===== src/rtl/bus_scheduler_pkg.sv =====
`default_nettype none
// ============================================================================
// bus_scheduler_pkg : shared types and constants for the Sysbus scheduler
// Rev 1.0
// ============================================================================
package bus_scheduler_pkg;

   typedef enum logic [1:0] {
      ST_IDLE  = 2'd0,
      ST_ADDR  = 2'd1,
      ST_WDATA = 2'd2,
      ST_RESP  = 2'd3
   } state_e;

   typedef enum logic {
      OWNER_IBUS = 1'b0,
      OWNER_DBUS = 1'b1
   } owner_e;

   localparam int SYSBUS_WRITE_BIT = 12;
   localparam int BEATS_PER_XFER   = 8;
   localparam int BEAT_CNT_W       = $clog2(BEATS_PER_XFER);

   localparam logic [BEAT_CNT_W-1:0] LAST_BEAT = BEAT_CNT_W'(BEATS_PER_XFER - 1);

endpackage
`default_nettype wire


===== src/rtl/bus_scheduler_if.sv =====
`default_nettype none
// ============================================================================
// bus_scheduler_if : requester-side and Sysbus-side signals of the scheduler
// Rev 1.0
// ============================================================================
interface bus_scheduler_if #(
   parameter int BUS_DATA_WIDTH = 64,
   parameter int BUS_TAG_WIDTH  = 13
);
   logic                      ibus_reqcyc;
   logic [BUS_DATA_WIDTH-1:0] ibus_req;
   logic [BUS_TAG_WIDTH-1:0]  ibus_reqtag;
   logic                      ibus_reqack;
   logic                      ibus_respack;
   logic                      ibus_respcyc;
   logic [BUS_DATA_WIDTH-1:0] ibus_resp;
   logic [BUS_TAG_WIDTH-1:0]  ibus_resptag;

   logic                      dbus_reqcyc;
   logic [BUS_DATA_WIDTH-1:0] dbus_req;
   logic [BUS_TAG_WIDTH-1:0]  dbus_reqtag;
   logic                      dbus_reqack;
   logic                      dbus_respack;
   logic                      dbus_respcyc;
   logic [BUS_DATA_WIDTH-1:0] dbus_resp;
   logic [BUS_TAG_WIDTH-1:0]  dbus_resptag;

   logic                      bus_reqcyc;
   logic [BUS_DATA_WIDTH-1:0] bus_req;
   logic [BUS_TAG_WIDTH-1:0]  bus_reqtag;
   logic                      bus_reqack;
   logic                      bus_respcyc;
   logic [BUS_DATA_WIDTH-1:0] bus_resp;
   logic [BUS_TAG_WIDTH-1:0]  bus_resptag;
   logic                      bus_respack;

   modport slave (
      input  ibus_reqcyc, ibus_req, ibus_reqtag, ibus_respack,
      output ibus_reqack, ibus_respcyc, ibus_resp, ibus_resptag,
      input  dbus_reqcyc, dbus_req, dbus_reqtag, dbus_respack,
      output dbus_reqack, dbus_respcyc, dbus_resp, dbus_resptag,
      output bus_reqcyc, bus_req, bus_reqtag, bus_respack,
      input  bus_reqack, bus_respcyc, bus_resp, bus_resptag
   );

   modport master (
      output ibus_reqcyc, ibus_req, ibus_reqtag, ibus_respack,
      input  ibus_reqack, ibus_respcyc, ibus_resp, ibus_resptag,
      output dbus_reqcyc, dbus_req, dbus_reqtag, dbus_respack,
      input  dbus_reqack, dbus_respcyc, dbus_resp, dbus_resptag,
      input  bus_reqcyc, bus_req, bus_reqtag, bus_respack,
      output bus_reqack, bus_respcyc, bus_resp, bus_resptag
   );
endinterface
`default_nettype wire


===== src/rtl/bus_scheduler_rr_picker.sv =====
`default_nettype none
// ============================================================================
// bus_rr_picker : 2-way round-robin choice between ibus and dbus
// Rev 1.0
// ============================================================================
module bus_rr_picker
   import bus_scheduler_pkg::*;
(
   input  wire logic   req_ibus,
   input  wire logic   req_dbus,
   input  wire owner_e last_grant,
   output owner_e      grant,
   output logic        grant_valid
);

   always_comb begin
      grant_valid = req_ibus | req_dbus;
      grant       = OWNER_IBUS;
      // On contention the side that did not win last time goes first
      if (req_ibus && req_dbus) begin
         grant = (last_grant == OWNER_IBUS) ? OWNER_DBUS : OWNER_IBUS;
      end else if (req_dbus) begin
         grant = OWNER_DBUS;
      end
   end

endmodule
`default_nettype wire


===== src/rtl/bus_scheduler.sv =====
`default_nettype none
// ============================================================================
// bus_scheduler : arbitrates ibus/dbus onto one Sysbus, sequencing 8-beat bursts
// Rev 1.0
// ============================================================================
module bus_scheduler
   import bus_scheduler_pkg::*;
(
   input  wire logic      clk,
   input  wire logic      reset,
   bus_scheduler_if.slave bus
);

   state_e                  state_q, state_d;
   owner_e                  owner_q, owner_d;
   owner_e                  last_q, last_d;
   logic [BEAT_CNT_W-1:0]   cnt_q, cnt_d;

   owner_e                  w_grant;
   logic                    w_grant_vld;
   logic                    w_own_dbus;
   logic                    w_req_phase;
   logic                    w_resp_phase;
   logic                    w_own_reqcyc;
   logic                    w_own_respack;
   logic                    w_req_beat;
   logic                    w_resp_beat;
   logic                    w_is_write;

   bus_rr_picker u_picker (
      .req_ibus    (bus.ibus_reqcyc),
      .req_dbus    (bus.dbus_reqcyc),
      .last_grant  (last_q),
      .grant       (w_grant),
      .grant_valid (w_grant_vld)
   );

   assign w_own_dbus    = (owner_q == OWNER_DBUS);
   assign w_req_phase   = (state_q == ST_ADDR) || (state_q == ST_WDATA);
   assign w_resp_phase  = (state_q == ST_RESP);
   assign w_own_reqcyc  = w_own_dbus ? bus.dbus_reqcyc  : bus.ibus_reqcyc;
   assign w_own_respack = w_own_dbus ? bus.dbus_respack : bus.ibus_respack;
   assign w_is_write    = w_own_dbus ? bus.dbus_reqtag[SYSBUS_WRITE_BIT]
                                     : bus.ibus_reqtag[SYSBUS_WRITE_BIT];
   assign w_req_beat    = w_req_phase  & w_own_reqcyc & bus.bus_reqack;
   assign w_resp_beat   = w_resp_phase & bus.bus_respcyc & w_own_respack;

   always_comb begin
      state_d = state_q;
      owner_d = owner_q;
      last_d  = last_q;
      cnt_d   = cnt_q;
      case (state_q)
         ST_IDLE: begin
            if (w_grant_vld) begin
               state_d = ST_ADDR;
               owner_d = w_grant;
               last_d  = w_grant;
               cnt_d   = '0;
            end
         end
         ST_ADDR: begin
            if (w_req_beat) begin
               state_d = w_is_write ? ST_WDATA : ST_RESP;
               cnt_d   = '0;
            end else if (!w_own_reqcyc) begin
               state_d = ST_IDLE;
            end
         end
         ST_WDATA: begin
            if (w_req_beat) begin
               cnt_d = cnt_q + BEAT_CNT_W'(1);
               if (cnt_q == LAST_BEAT) state_d = ST_IDLE;
            end
         end
         ST_RESP: begin
            if (w_resp_beat) begin
               cnt_d = cnt_q + BEAT_CNT_W'(1);
               if (cnt_q == LAST_BEAT) state_d = ST_IDLE;
            end
         end
         default: state_d = ST_IDLE;
      endcase
   end

   always_ff @(posedge clk or negedge reset) begin
      if (!reset) begin
         state_q <= ST_IDLE;
         owner_q <= OWNER_IBUS;
         last_q  <= OWNER_IBUS;
         cnt_q   <= '0;
      end else begin
         state_q <= state_d;
         owner_q <= owner_d;
         last_q  <= last_d;
         cnt_q   <= cnt_d;
      end
   end

   // Every output is gated by the registered phase, so reset zeroes them at once
   assign bus.bus_reqcyc   = w_req_phase & w_own_reqcyc;
   assign bus.bus_req      = w_req_phase ? (w_own_dbus ? bus.dbus_req : bus.ibus_req) : '0;
   assign bus.bus_reqtag   = w_req_phase ? (w_own_dbus ? bus.dbus_reqtag : bus.ibus_reqtag) : '0;
   assign bus.ibus_reqack  = w_req_phase & ~w_own_dbus & bus.bus_reqack;
   assign bus.dbus_reqack  = w_req_phase &  w_own_dbus & bus.bus_reqack;

   assign bus.bus_respack  = w_resp_phase & w_own_respack;
   assign bus.ibus_respcyc = w_resp_phase & ~w_own_dbus & bus.bus_respcyc;
   assign bus.dbus_respcyc = w_resp_phase &  w_own_dbus & bus.bus_respcyc;
   assign bus.ibus_resp    = w_resp_phase ? bus.bus_resp    : '0;
   assign bus.dbus_resp    = w_resp_phase ? bus.bus_resp    : '0;
   assign bus.ibus_resptag = w_resp_phase ? bus.bus_resptag : '0;
   assign bus.dbus_resptag = w_resp_phase ? bus.bus_resptag : '0;

endmodule
`default_nettype wire


===== src/flat_wrapper.sv =====
// flat-port wrapper written by rule: the top's interface ports become plain ports
module bus_scheduler_flat import bus_scheduler_pkg::*;
  (clk, reset, bus_ibus_reqcyc, bus_ibus_req, bus_ibus_reqtag, bus_ibus_respack, bus_ibus_reqack, bus_ibus_respcyc, bus_ibus_resp, bus_ibus_resptag, bus_dbus_reqcyc, bus_dbus_req, bus_dbus_reqtag, bus_dbus_respack, bus_dbus_reqack, bus_dbus_respcyc, bus_dbus_resp, bus_dbus_resptag, bus_bus_reqcyc, bus_bus_req, bus_bus_reqtag, bus_bus_respack, bus_bus_reqack, bus_bus_respcyc, bus_bus_resp, bus_bus_resptag);
  bus_scheduler_if #(.BUS_DATA_WIDTH((64)), .BUS_TAG_WIDTH((13))) bus_i ();
  input  wire logic clk;
  input  wire logic reset;
  input wire logic [$bits(bus_i.ibus_reqcyc)-1:0] bus_ibus_reqcyc;
  input wire logic [$bits(bus_i.ibus_req)-1:0] bus_ibus_req;
  input wire logic [$bits(bus_i.ibus_reqtag)-1:0] bus_ibus_reqtag;
  input wire logic [$bits(bus_i.ibus_respack)-1:0] bus_ibus_respack;
  output wire logic [$bits(bus_i.ibus_reqack)-1:0] bus_ibus_reqack;
  output wire logic [$bits(bus_i.ibus_respcyc)-1:0] bus_ibus_respcyc;
  output wire logic [$bits(bus_i.ibus_resp)-1:0] bus_ibus_resp;
  output wire logic [$bits(bus_i.ibus_resptag)-1:0] bus_ibus_resptag;
  input wire logic [$bits(bus_i.dbus_reqcyc)-1:0] bus_dbus_reqcyc;
  input wire logic [$bits(bus_i.dbus_req)-1:0] bus_dbus_req;
  input wire logic [$bits(bus_i.dbus_reqtag)-1:0] bus_dbus_reqtag;
  input wire logic [$bits(bus_i.dbus_respack)-1:0] bus_dbus_respack;
  output wire logic [$bits(bus_i.dbus_reqack)-1:0] bus_dbus_reqack;
  output wire logic [$bits(bus_i.dbus_respcyc)-1:0] bus_dbus_respcyc;
  output wire logic [$bits(bus_i.dbus_resp)-1:0] bus_dbus_resp;
  output wire logic [$bits(bus_i.dbus_resptag)-1:0] bus_dbus_resptag;
  output wire logic [$bits(bus_i.bus_reqcyc)-1:0] bus_bus_reqcyc;
  output wire logic [$bits(bus_i.bus_req)-1:0] bus_bus_req;
  output wire logic [$bits(bus_i.bus_reqtag)-1:0] bus_bus_reqtag;
  output wire logic [$bits(bus_i.bus_respack)-1:0] bus_bus_respack;
  input wire logic [$bits(bus_i.bus_reqack)-1:0] bus_bus_reqack;
  input wire logic [$bits(bus_i.bus_respcyc)-1:0] bus_bus_respcyc;
  input wire logic [$bits(bus_i.bus_resp)-1:0] bus_bus_resp;
  input wire logic [$bits(bus_i.bus_resptag)-1:0] bus_bus_resptag;
  assign bus_i.ibus_reqcyc = bus_ibus_reqcyc;
  assign bus_i.ibus_req = bus_ibus_req;
  assign bus_i.ibus_reqtag = bus_ibus_reqtag;
  assign bus_i.ibus_respack = bus_ibus_respack;
  assign bus_ibus_reqack = bus_i.ibus_reqack;
  assign bus_ibus_respcyc = bus_i.ibus_respcyc;
  assign bus_ibus_resp = bus_i.ibus_resp;
  assign bus_ibus_resptag = bus_i.ibus_resptag;
  assign bus_i.dbus_reqcyc = bus_dbus_reqcyc;
  assign bus_i.dbus_req = bus_dbus_req;
  assign bus_i.dbus_reqtag = bus_dbus_reqtag;
  assign bus_i.dbus_respack = bus_dbus_respack;
  assign bus_dbus_reqack = bus_i.dbus_reqack;
  assign bus_dbus_respcyc = bus_i.dbus_respcyc;
  assign bus_dbus_resp = bus_i.dbus_resp;
  assign bus_dbus_resptag = bus_i.dbus_resptag;
  assign bus_bus_reqcyc = bus_i.bus_reqcyc;
  assign bus_bus_req = bus_i.bus_req;
  assign bus_bus_reqtag = bus_i.bus_reqtag;
  assign bus_bus_respack = bus_i.bus_respack;
  assign bus_i.bus_reqack = bus_bus_reqack;
  assign bus_i.bus_respcyc = bus_bus_respcyc;
  assign bus_i.bus_resp = bus_bus_resp;
  assign bus_i.bus_resptag = bus_bus_resptag;
  bus_scheduler u_core (.clk(clk), .reset(reset), .bus(bus_i));
endmodule

===== config.mk =====
export PLATFORM = sky130hd
export DESIGN_NAME = bus_scheduler_flat
export DESIGN_NICKNAME = d
export VERILOG_FILES = /design/src/rtl/bus_scheduler_pkg.sv /design/src/rtl/bus_scheduler_if.sv /design/src/rtl/bus_scheduler_rr_picker.sv /design/src/rtl/bus_scheduler.sv /design/src/flat_wrapper.sv
export SDC_FILE = /design/constraint.sdc
export NUM_CORES = 1
export LEC_CHECK = 0
export CORE_AREA = 3 3 185 187
export CTS_BUF_LIST = sky130_fd_sc_hd__clkbuf_4 sky130_fd_sc_hd__clkbuf_8 sky130_fd_sc_hd__clkbuf_16
export DETAILED_ROUTE_END_ITERATION = 7
export DIE_AREA = 0 0 188 190
export PLACE_DENSITY = 0.46
export SKIP_CTS_REPAIR_TIMING = 1
export SLEW_MARGIN = 5
export SYNTH_ARGS = -nofsm -noshare
export SYNTH_HDL_FRONTEND = slang
export SYNTH_SLANG_ARGS = --single-unit

===== constraint.sdc =====
create_clock -name clk -period 2.3 [get_ports clk]
set_input_delay 0.23 -clock clk [delete_from_list [all_inputs] [get_ports clk]]
set_output_delay 0.23 -clock clk [all_outputs]
set_load 0.05 [all_outputs]

==> results of run 1 <==
## cells in the mapped netlist
master	number	area, sq um
a21bo_2	1	10.0
a21oi_1	1	5.00
a221oi_2	1	15.0
a31oi_1	2	12.5
and2_1	77	482
and3_1	2	12.5
buf_2	9	45.0
buf_4	78	586
clkbuf_1	18	67.6
dfrtp_1	6	150
ha_1	7	87.6
inv_1	2	7.51
mux2_1	3	33.8
mux2i_1	81	811
nand2_1	2	7.51
nand3_1	1	5.00
nand3b_1	1	7.51
nor2_1	7	26.3
nor2b_1	82	513
nor3_1	1	5.00
o21ai_0	1	5.00
o21ai_2	1	8.76
o22a_1	1	8.76
## worst paths after layout
kind / startpoint / end / slack, ns / cells after the start
worst min register to register: u_core.cnt_q[1] / u_core.cnt_q[1] / 0.49 / 1
worst max register to register: u_core.state_q[0] / u_core.cnt_q[0] / 0.49 / 6
worst max-delay path: u_core.state_q[0] / bus_bus_req[52] / 0.23 / 5
max in group asynchronous: reset / u_core.owner_q / 1.80 / 1
worst min-delay path: reset / u_core.cnt_q[0] / 0.25 / 1
min in group clk: u_core.cnt_q[1] / u_core.cnt_q[1] / 0.49 / 1
## final cells by class
type | count | area [sq um]
Fill cell | 3510 | 24400
Inverter | 2 | 7.51
Tap cell | 442 | 553
Multi-Input combinational cell | 272 | 2080
Clock buffer | 4 | 82.6
Sequential cell | 6 | 154
Timing Repair Buffer | 483 | 5320
## sequential cells by signal, indices dropped and copies added (netlist names)
signal / cells
u_core.owner_q: 1
u_core.state_q: 2
u_core.cnt_q: 3
## worst register-to-register path: stages, from the launching register on
cell	delay [ns]
dfrtp_1	0.39
ha_2	0.23
buf_12	0.18
nor2b_1	0.18
a221oi_2	0.24
o21ai_2	0.14
mux2_1	0.33
## where the power goes
part	internal, W	leakage, nW	switching (W)
Clock	0.000242	0.0416	0.0000661
Sequential	0.000142	0.0777	0.0000811
Combinational	0.00441	3.62	0.00553
Total	0.00480	3.74	0.00568
## cells by family after synthesis
group                      after synthesis  share of synthesized area
muxes                                   84                      0.290
adders and majority gates                7                     0.0301
buffers and inverters                  107                      0.242
DFF                                      6                     0.0516
and+or+nand+nor                        173                      0.364
AOI/OAI and AO/OA                        8                     0.0223
## metal layers
metal | share of wire | vias up | global-route usage
met5 | 0.00061 | - | 0
met4 | 0.0038 | 2 | 0.0104
met3 | 0.11 | 7 | 0.0415
met2 | 0.50 | 289 | 0.196
met1 | 0.39 | 1766 | 0.129
li1 | - | 1945 | -
## stage by stage
stage          power (W)  cell area [sq um]  setup WS, ns  instances
3_3_place_gp      0.0103               8090         0.275       1205
5_1_grt           0.0109               8190        0.0735       1209
3_5_place_dp      0.0103               8090         0.288       1205
6_report          0.0105               8190         0.235       1209
2_1_floorplan    0.00560               2910        0.0552        385
4_1_cts           0.0106               8170        0.0373       1209
==> flow_summary.toml, run 1 <==
[critical_path]
critPathTopFamily = "buffers and inverters"
start_kind = "flop"
endpoint_kind = "primary output"
worstPathRequired_ns = 2.07
cp_data_arrival_time_ns = 1.84
crit_chain = "inv_1 > ha_4 > buf_12 > nor2b_2 > buf_12"
critPathMaxStageDelay_ns = 0.37
crit_type = "flop to primary output"
crit_slowest_cell = "dfrtp_1"
crit_buf_inv = 3
cp_max_fo = 51
crit_top_cell = "buf_12"

[sta]
tightest_slew_ns = 0.515
clock_skew_ns = 0.00151
slew_viol_final = 0
finalCriticalPeriod_ns = 2.07
slew_headroom = 0.656
finalSetupViolCount = 0
rsz0062_at_grt = "no"
min_period_over_period = 0.898
tns_ns = 0
max_freq_ghz = 0.484
hold_ws_ns = 0.249
hold_violations = 0

[grt]
grt_max_degree = 84
grt_overflow_total = 0
first_global_vias = 4298
grt_usage = 0.109
grt_pass1_wl_mm = 29.5
antenna_found_initial = 1

[cts]
clock_path_buffers = 2
cts-htree-levels = 1
clk_pin_slew_ns = 0.04
clk_latency_ns = 0.23
root_buffer = "clkbuf_16"
cts_tree = "built"
cts_buffers = 3
clock_sink_count = 6

[yosys]
yosysWarnings = 0
synthDistinctLibCells = 23
ys_ff_latch = 6
synth.yosys.seq_area_share = 0.0516
avgSynthCellArea_sq_um = 7.56
synth.cell_area_sq_um = 2910
syn-num-nets = 631
syn_inst = 385

[placement]
portBuffers = 475
dpl.hpwl_mm = 19.0
gp_congestion = 0.707

[min_path]
worst_hold_path_type = "primary input to async pin"

[pwr]
ir_drop_mv = 0.957
leakage_nw = 3.74
powerDensity_nw_per_um2 = 1280

[job]
maxCapViolCount = 0

[final_layout]
postLayoutCoreUtil = 0.251
final_cell_mix = "clkdlybuf4s50_1 (240), buf_4 (156), buf_12 (87), mux2i_1 (81), nor2b_1 (80)"
fin_nets = 1014
n_antenna_cell = 0
drive_gt1_frac = 0.332
layout_commonest_cell = "clkdlybuf4s50_1"
areaGrowthSynthToFinish_pct = 181

[floorplan]
num_rows = 66
design.core.area_sq_um = 32600
initial_core_util = 0.0893
ios = 476
dieArea_sq_um = 35700
die_x_microns = 188
die_h_microns = 190

[status]
status = "finished clean"

[drt]
wl_per_cell_microns = 17.6
vias = 4009
drtIter0Drc = 102
via_per_inst = 3.32
ant_nets = 0
drtPass1Iterations = 4
drt_wl_total_mm = 21.3
drc = 0
(Power assumes the default switching activity.)
==> inputs of run 2 (changes only) <==
--- a/config.mk
+++ b/config.mk
@@ -11,5 +11,4 @@
 export DIE_AREA = 0 0 188 190
-export PLACE_DENSITY = 0.46
+export PLACE_DENSITY = 0.45
 export SKIP_CTS_REPAIR_TIMING = 1
-export SLEW_MARGIN = 5
 export SYNTH_ARGS = -nofsm -noshare
--- a/constraint.sdc
+++ b/constraint.sdc
@@ -3,2 +3,2 @@
 set_output_delay 0.23 -clock clk [all_outputs]
-set_load 0.05 [all_outputs]
+set_load 0.02 [all_outputs]
==> run 2 against run 1 <==
Compared with the run above: flip-flop and latch count stayed put; power is 39% lower; design area is 1.5% lower; largest power group unchanged; worst setup slack worse by 0.18 ns; global-route usage is 0.21 points higher.
==> flow_summary.toml, run 2 (same netlist as run 1, synthesis figures left out) <==
[status]
status = "finished clean"

[critical_path]
cp_max_fo = 42
crit_type = "flop to primary output"
cp_data_arrival_time_ns = 2.01
endpoint_kind = "primary output"
crit_slowest_cell = "clkdlybuf4s50_1"
critPathMaxStageDelay_ns = 0.66
start_kind = "flop"
worstRegToRegCells = 7
worstPathRequired_ns = 2.07
crit_chain = "ha_2 > buf_12 > and2_1 > clkdlybuf4s50_1"

[grt]
first_global_vias = 4267
antenna_found_initial = 1
grt_pass1_wl_mm = 29.9
grt_overflow_total = 0
grt_max_degree = 85
grt_usage = 0.112

[final_layout]
largest_registers = "u_core.cnt_q: 3 flops, u_core.state_q: 2 flops, u_core.owner_q: 1 flops"
multi_input_area_sq_um = 2060
final_cell_mix = "clkdlybuf4s50_1 (357), dlymetal6s2s_1 (117), nor2b_1 (82), mux2i_1 (81), and2_1 (76)"
layout_commonest_cell = "clkdlybuf4s50_1"
largest_register_ffs = 3
drive_gt1_frac = 0.0299
postLayoutCoreUtil = 0.247
areaGrowthSynthToFinish_pct = 177
stdcell_area_sq_um = 8060
register_area_sq_um = 154
fillers = 3580
largest_register = "u_core.cnt_q"
fin_nets = 1017

[sta]
finalCriticalPeriod_ns = 2.24
tightest_slew_ns = 0.382
min_period_over_period = 0.975
tns_ns = 0
finalSetupViolCount = 0
slew_headroom = 0.738
clock_skew_ns = 0.00394
hold_violations = 0
max_freq_ghz = 0.446
hold_ws_ns = 0.257
slew_viol_final = 0

[drt]
ant_nets = 0
drtIter0Drc = 68
vias = 4020
drt_wl_total_mm = 22.2
via_per_inst = 3.31
drc = 0
wl_per_cell_microns = 18.3
drtPass1Iterations = 4

[job]
maxCapViolCount = 0

[floorplan]
num_rows = 66
die_h_microns = 190
die_x_microns = 188
dieArea_sq_um = 35700
initial_core_util = 0.0893
ios = 476
design.core.area_sq_um = 32600

[placement]
dpl.hpwl_mm = 19.1
place_area_sq_um = 7640
portBuffers = 475
gp_congestion = 0.691

[pwr]
powerDensity_nw_per_um2 = 787
power_w = 0.00634
leakage_nw = 4.84
ir_drop_mv = 0.494

[cts]
root_buffer = "clkbuf_16"
cts-htree-levels = 1
clk_latency_ns = 0.23
cts_buffers = 3
clk_pin_slew_ns = 0.04
clock_path_buffers = 2
clock_sink_count = 6
cts_tree = "built"

[min_path]
worst_hold_path_type = "primary input to async pin"
run 2: worst max-delay path: cells and delay by family, from the launching register on:
| family | cells | cell delay [ns] |
|---|---|---|
| buffers and inverters | 2 | 0.86 |
| and+or+nand+nor | 1 | 0.26 |
| DFF | 1 | 0.37 |
| adders and majority gates | 1 | 0.28 |
run 2: power by group:
part           internal (W)  total, W  leakage (nW)  switching, W
Sequential         0.000142  0.000225        0.0777     0.0000825
Combinational       0.00291   0.00582          4.72       0.00291
Clock              0.000242  0.000303        0.0416     0.0000608
run 2: worst paths after layout:
check | startpoint | end | slack (ns)
setup / recovery | u_core.state_q[0] | bus_ibus_resp[10] | 0.06
hold / removal | reset | u_core.owner_q | 0.26
setup reg to reg | u_core.state_q[0] | u_core.cnt_q[2] | 0.29
hold reg to reg | u_core.cnt_q[1] | u_core.cnt_q[1] | 0.50
max in group asynchronous | reset | u_core.owner_q | 1.78
min in group clk | u_core.cnt_q[1] | u_core.cnt_q[1] | 0.50
run 2: per-stage QoR:
step	cells	setup WS, ns
6_report	1213	0.0568
4_1_cts	1210	-0.101
5_1_grt	1213	-0.00596
3_5_place_dp	1206	0.139
3_3_place_gp	1206	0.142
2_1_floorplan	385	0.437
run 2: cell type report:
type	count	share of cell area
clock buffer	4	0.0102
sequential	6	0.0191
timing repair buffer	486	0.645
antenna	1	0.000310
multi-input combinational	272	0.256
tap	442	0.0686
inverter	2	0.000931
run 2: metal layers:
| layer | track usage | part of all wire |
|---|---|---|
| met5 | 0 | 0 |
| met2 | 0.192 | 0.49 |
| met4 | 0.0104 | 0.0023 |
| met3 | 0.0304 | 0.091 |
| met1 | 0.144 | 0.42 |
==> inputs of run 3 (changes only) <==
Settings changed: CELL_PAD_IN_SITES_DETAIL_PLACEMENT set to 1, CELL_PAD_IN_SITES_GLOBAL_PLACEMENT set to 1, CORE_AREA 3 3 185 187 to 3 3 187 189, DIE_AREA 0 0 188 190 to 0 0 190 192, DONT_BUFFER_PORTS set to 1, PLACE_DENSITY 0.45 to 0.33.
==> run 3 against run 2 <==
Compared with the run above: worst setup slack better by 0.12 ns; via count down 40%; die area up 2.1%; combinational power down 35%; clock power up 2%; critical path depth unchanged; sequential power up 11%; routed wire length down 21%; non-clock buffer count down 470; sequential share of layout area up 3.2 points; clock skew up 0.0013 ns; maximum frequency up 5.8%.
==> flow_summary.toml, run 3 (same netlist as run 1, synthesis figures left out) <==
[final_layout]
areaGrowthSynthToFinish_pct = 3.91
final_cell_mix = "nor2b_1 (82), mux2i_1 (81), and2_1 (77), buf_4 (12), nor2_1 (7)"
fin_nets = 547
drive_gt1_frac = 0.0833
register_area_sq_um = 154
largest_registers = "u_core.cnt_q: 3 flops, u_core.state_q: 2 flops, u_core.owner_q: 1 flops"
fillers = 4017
largest_register = "u_core.cnt_q"
layout_commonest_cell = "nor2b_1"
n_antenna_cell = 0
multi_input_area_sq_um = 2060
largest_register_ffs = 3

[drt]
drtIter0Drc = 35
ant_nets = 0
vias = 2397
via_per_inst = 3.20
drc = 0
drt_wl_total_mm = 17.5
drtPass1Iterations = 4
wl_per_cell_microns = 23.5

[sta]
rsz0062_at_grt = "no"
slew_viol_final = 0
clock_skew_ns = 0.00526
min_period_over_period = 0.922
tns_ns = 0
max_freq_ghz = 0.471
finalCriticalPeriod_ns = 2.12
tightest_slew_ns = 0.613
hold_violations = 0
slew_headroom = 0.594
finalSetupViolCount = 0

[placement]
dpl.hpwl_mm = 16.2
gp_congestion = 0.769
portBuffers = 0

[floorplan]
die_h_microns = 192
design.core.area_sq_um = 33400
initial_core_util = 0.0870
ios = 476
die_x_microns = 190
dieArea_sq_um = 36500
num_rows = 67

[critical_path]
start_kind = "flop"
worst-path-stages = 4
worstPathRequired_ns = 2.07
crit_type = "flop to primary output"
worstRegToRegCells = 6
cp_data_arrival_time_ns = 1.89
crit_buf_inv = 2
critPathTopFamily = "adder cells"
endpoint_kind = "primary output"
worst-r2r-setup-slack_ns = 0.44
cp_max_fo = 74
reg2reg_from = "u_core.state_q[0]"
crit_slowest_cell = "ha_2"
critPathMaxStageDelay_ns = 0.44
reg2reg_to = "u_core.cnt_q[0]"
crit_chain = "inv_1 > ha_2 > buf_12 > nor2b_1"

[grt]
first_global_vias = 2482
grt_usage = 0.0826
use_met3 = 0.0451
grt-busiest-layer = "met2"
grt_overflow_total = 0
antenna_found_initial = 0
grt_pass1_wl_mm = 20.7
grt_max_degree = 81
use_met1 = 0.0754
grt_util_met2 = 0.156

[min_path]
worst_hold_path_type = "primary input to flop"
hold_path_end = "u_core.owner_q"
hold_depth = 1
hp-start = "bus_ibus_reqcyc"

[pwr]
leakage_nw = 1.29
powerDensity_nw_per_um2 = 1430
power_w = 0.00433
ir_drop_mv = 0.435

[cts]
cts_buffers = 3
cts_tree = "built"
cts-htree-levels = 1
root_buffer = "clkbuf_16"
clk_latency_ns = 0.23
clock_sink_count = 6
clock_path_buffers = 2
clk_pin_slew_ns = 0.04

[job]
maxCapViolCount = 0

[status]
status = "finished clean"
==> run 3: through the flow <==
step	util	hold slack, ns	instances	area (sq um)	setup WS, ns
6_report	0.0905	0.103	748	3030	0.179
5_1_grt	0.0905	0.117	748	3030	0.0411
4_1_cts	0.0902	-0.311	747	3020	0.137
3_5_place_dp	0.0877	-0.0654	743	2930	0.387
3_3_place_gp	0.0877	-0.0654	743	2930	0.381
2_1_floorplan	-	-0.0656	385	2910	0.437
==> run 3: area by class of cell <==
class | instances | area share
multi-input cells | 272 | 0.681
inverters | 2 | 0.00248
well taps | 448 | 0.185
flip-flops and latches | 6 | 0.0509
clock buffers | 4 | 0.0273
repair buffers | 16 | 0.0529
==> run 3: worst max path at each step <==
| stage | end | startpoint |
|---|---|---|
| 4_1_cts | bus_bus_reqtag[7] | u_core.state_q[0] |
| 3_3_place_gp | bus_bus_reqtag[7] | u_core.state_q[0] |
| 3_5_place_dp | bus_bus_reqtag[7] | u_core.state_q[0] |
| 5_1_grt | bus_bus_reqtag[7] | u_core.state_q[0] |
| 2_1_floorplan | bus_bus_req[52] | u_core.state_q[0] |
| 6_report | bus_bus_reqtag[9] | u_core.state_q[0] |
==> run 3: per-layer routing <==
metal	vias up	part of all wire
met5	-	0
met4	0	0.029
met3	23	0.16
met2	328	0.51
met1	1047	0.31
li1	999	-
==> run 3: worst reg2reg max path, stage by stage (launching register included) <==
cell	delay (ns)
dfrtp_1	0.37
inv_1	0.10
ha_2	0.44
nand2_1	0.11
nor2_1	0.25
o21ai_2	0.14
mux2_1	0.33
==> run 3: power by group <==
| part | total (W) | internal, W | switching (W) |
|---|---|---|---|
| clock network | 0.000309 | 0.000242 | 0.0000666 |
| registers | 0.000250 | 0.000142 | 0.000109 |
| logic | 0.00377 | 0.00122 | 0.00255 |
| total | 0.00433 | 0.00160 | 0.00273 |
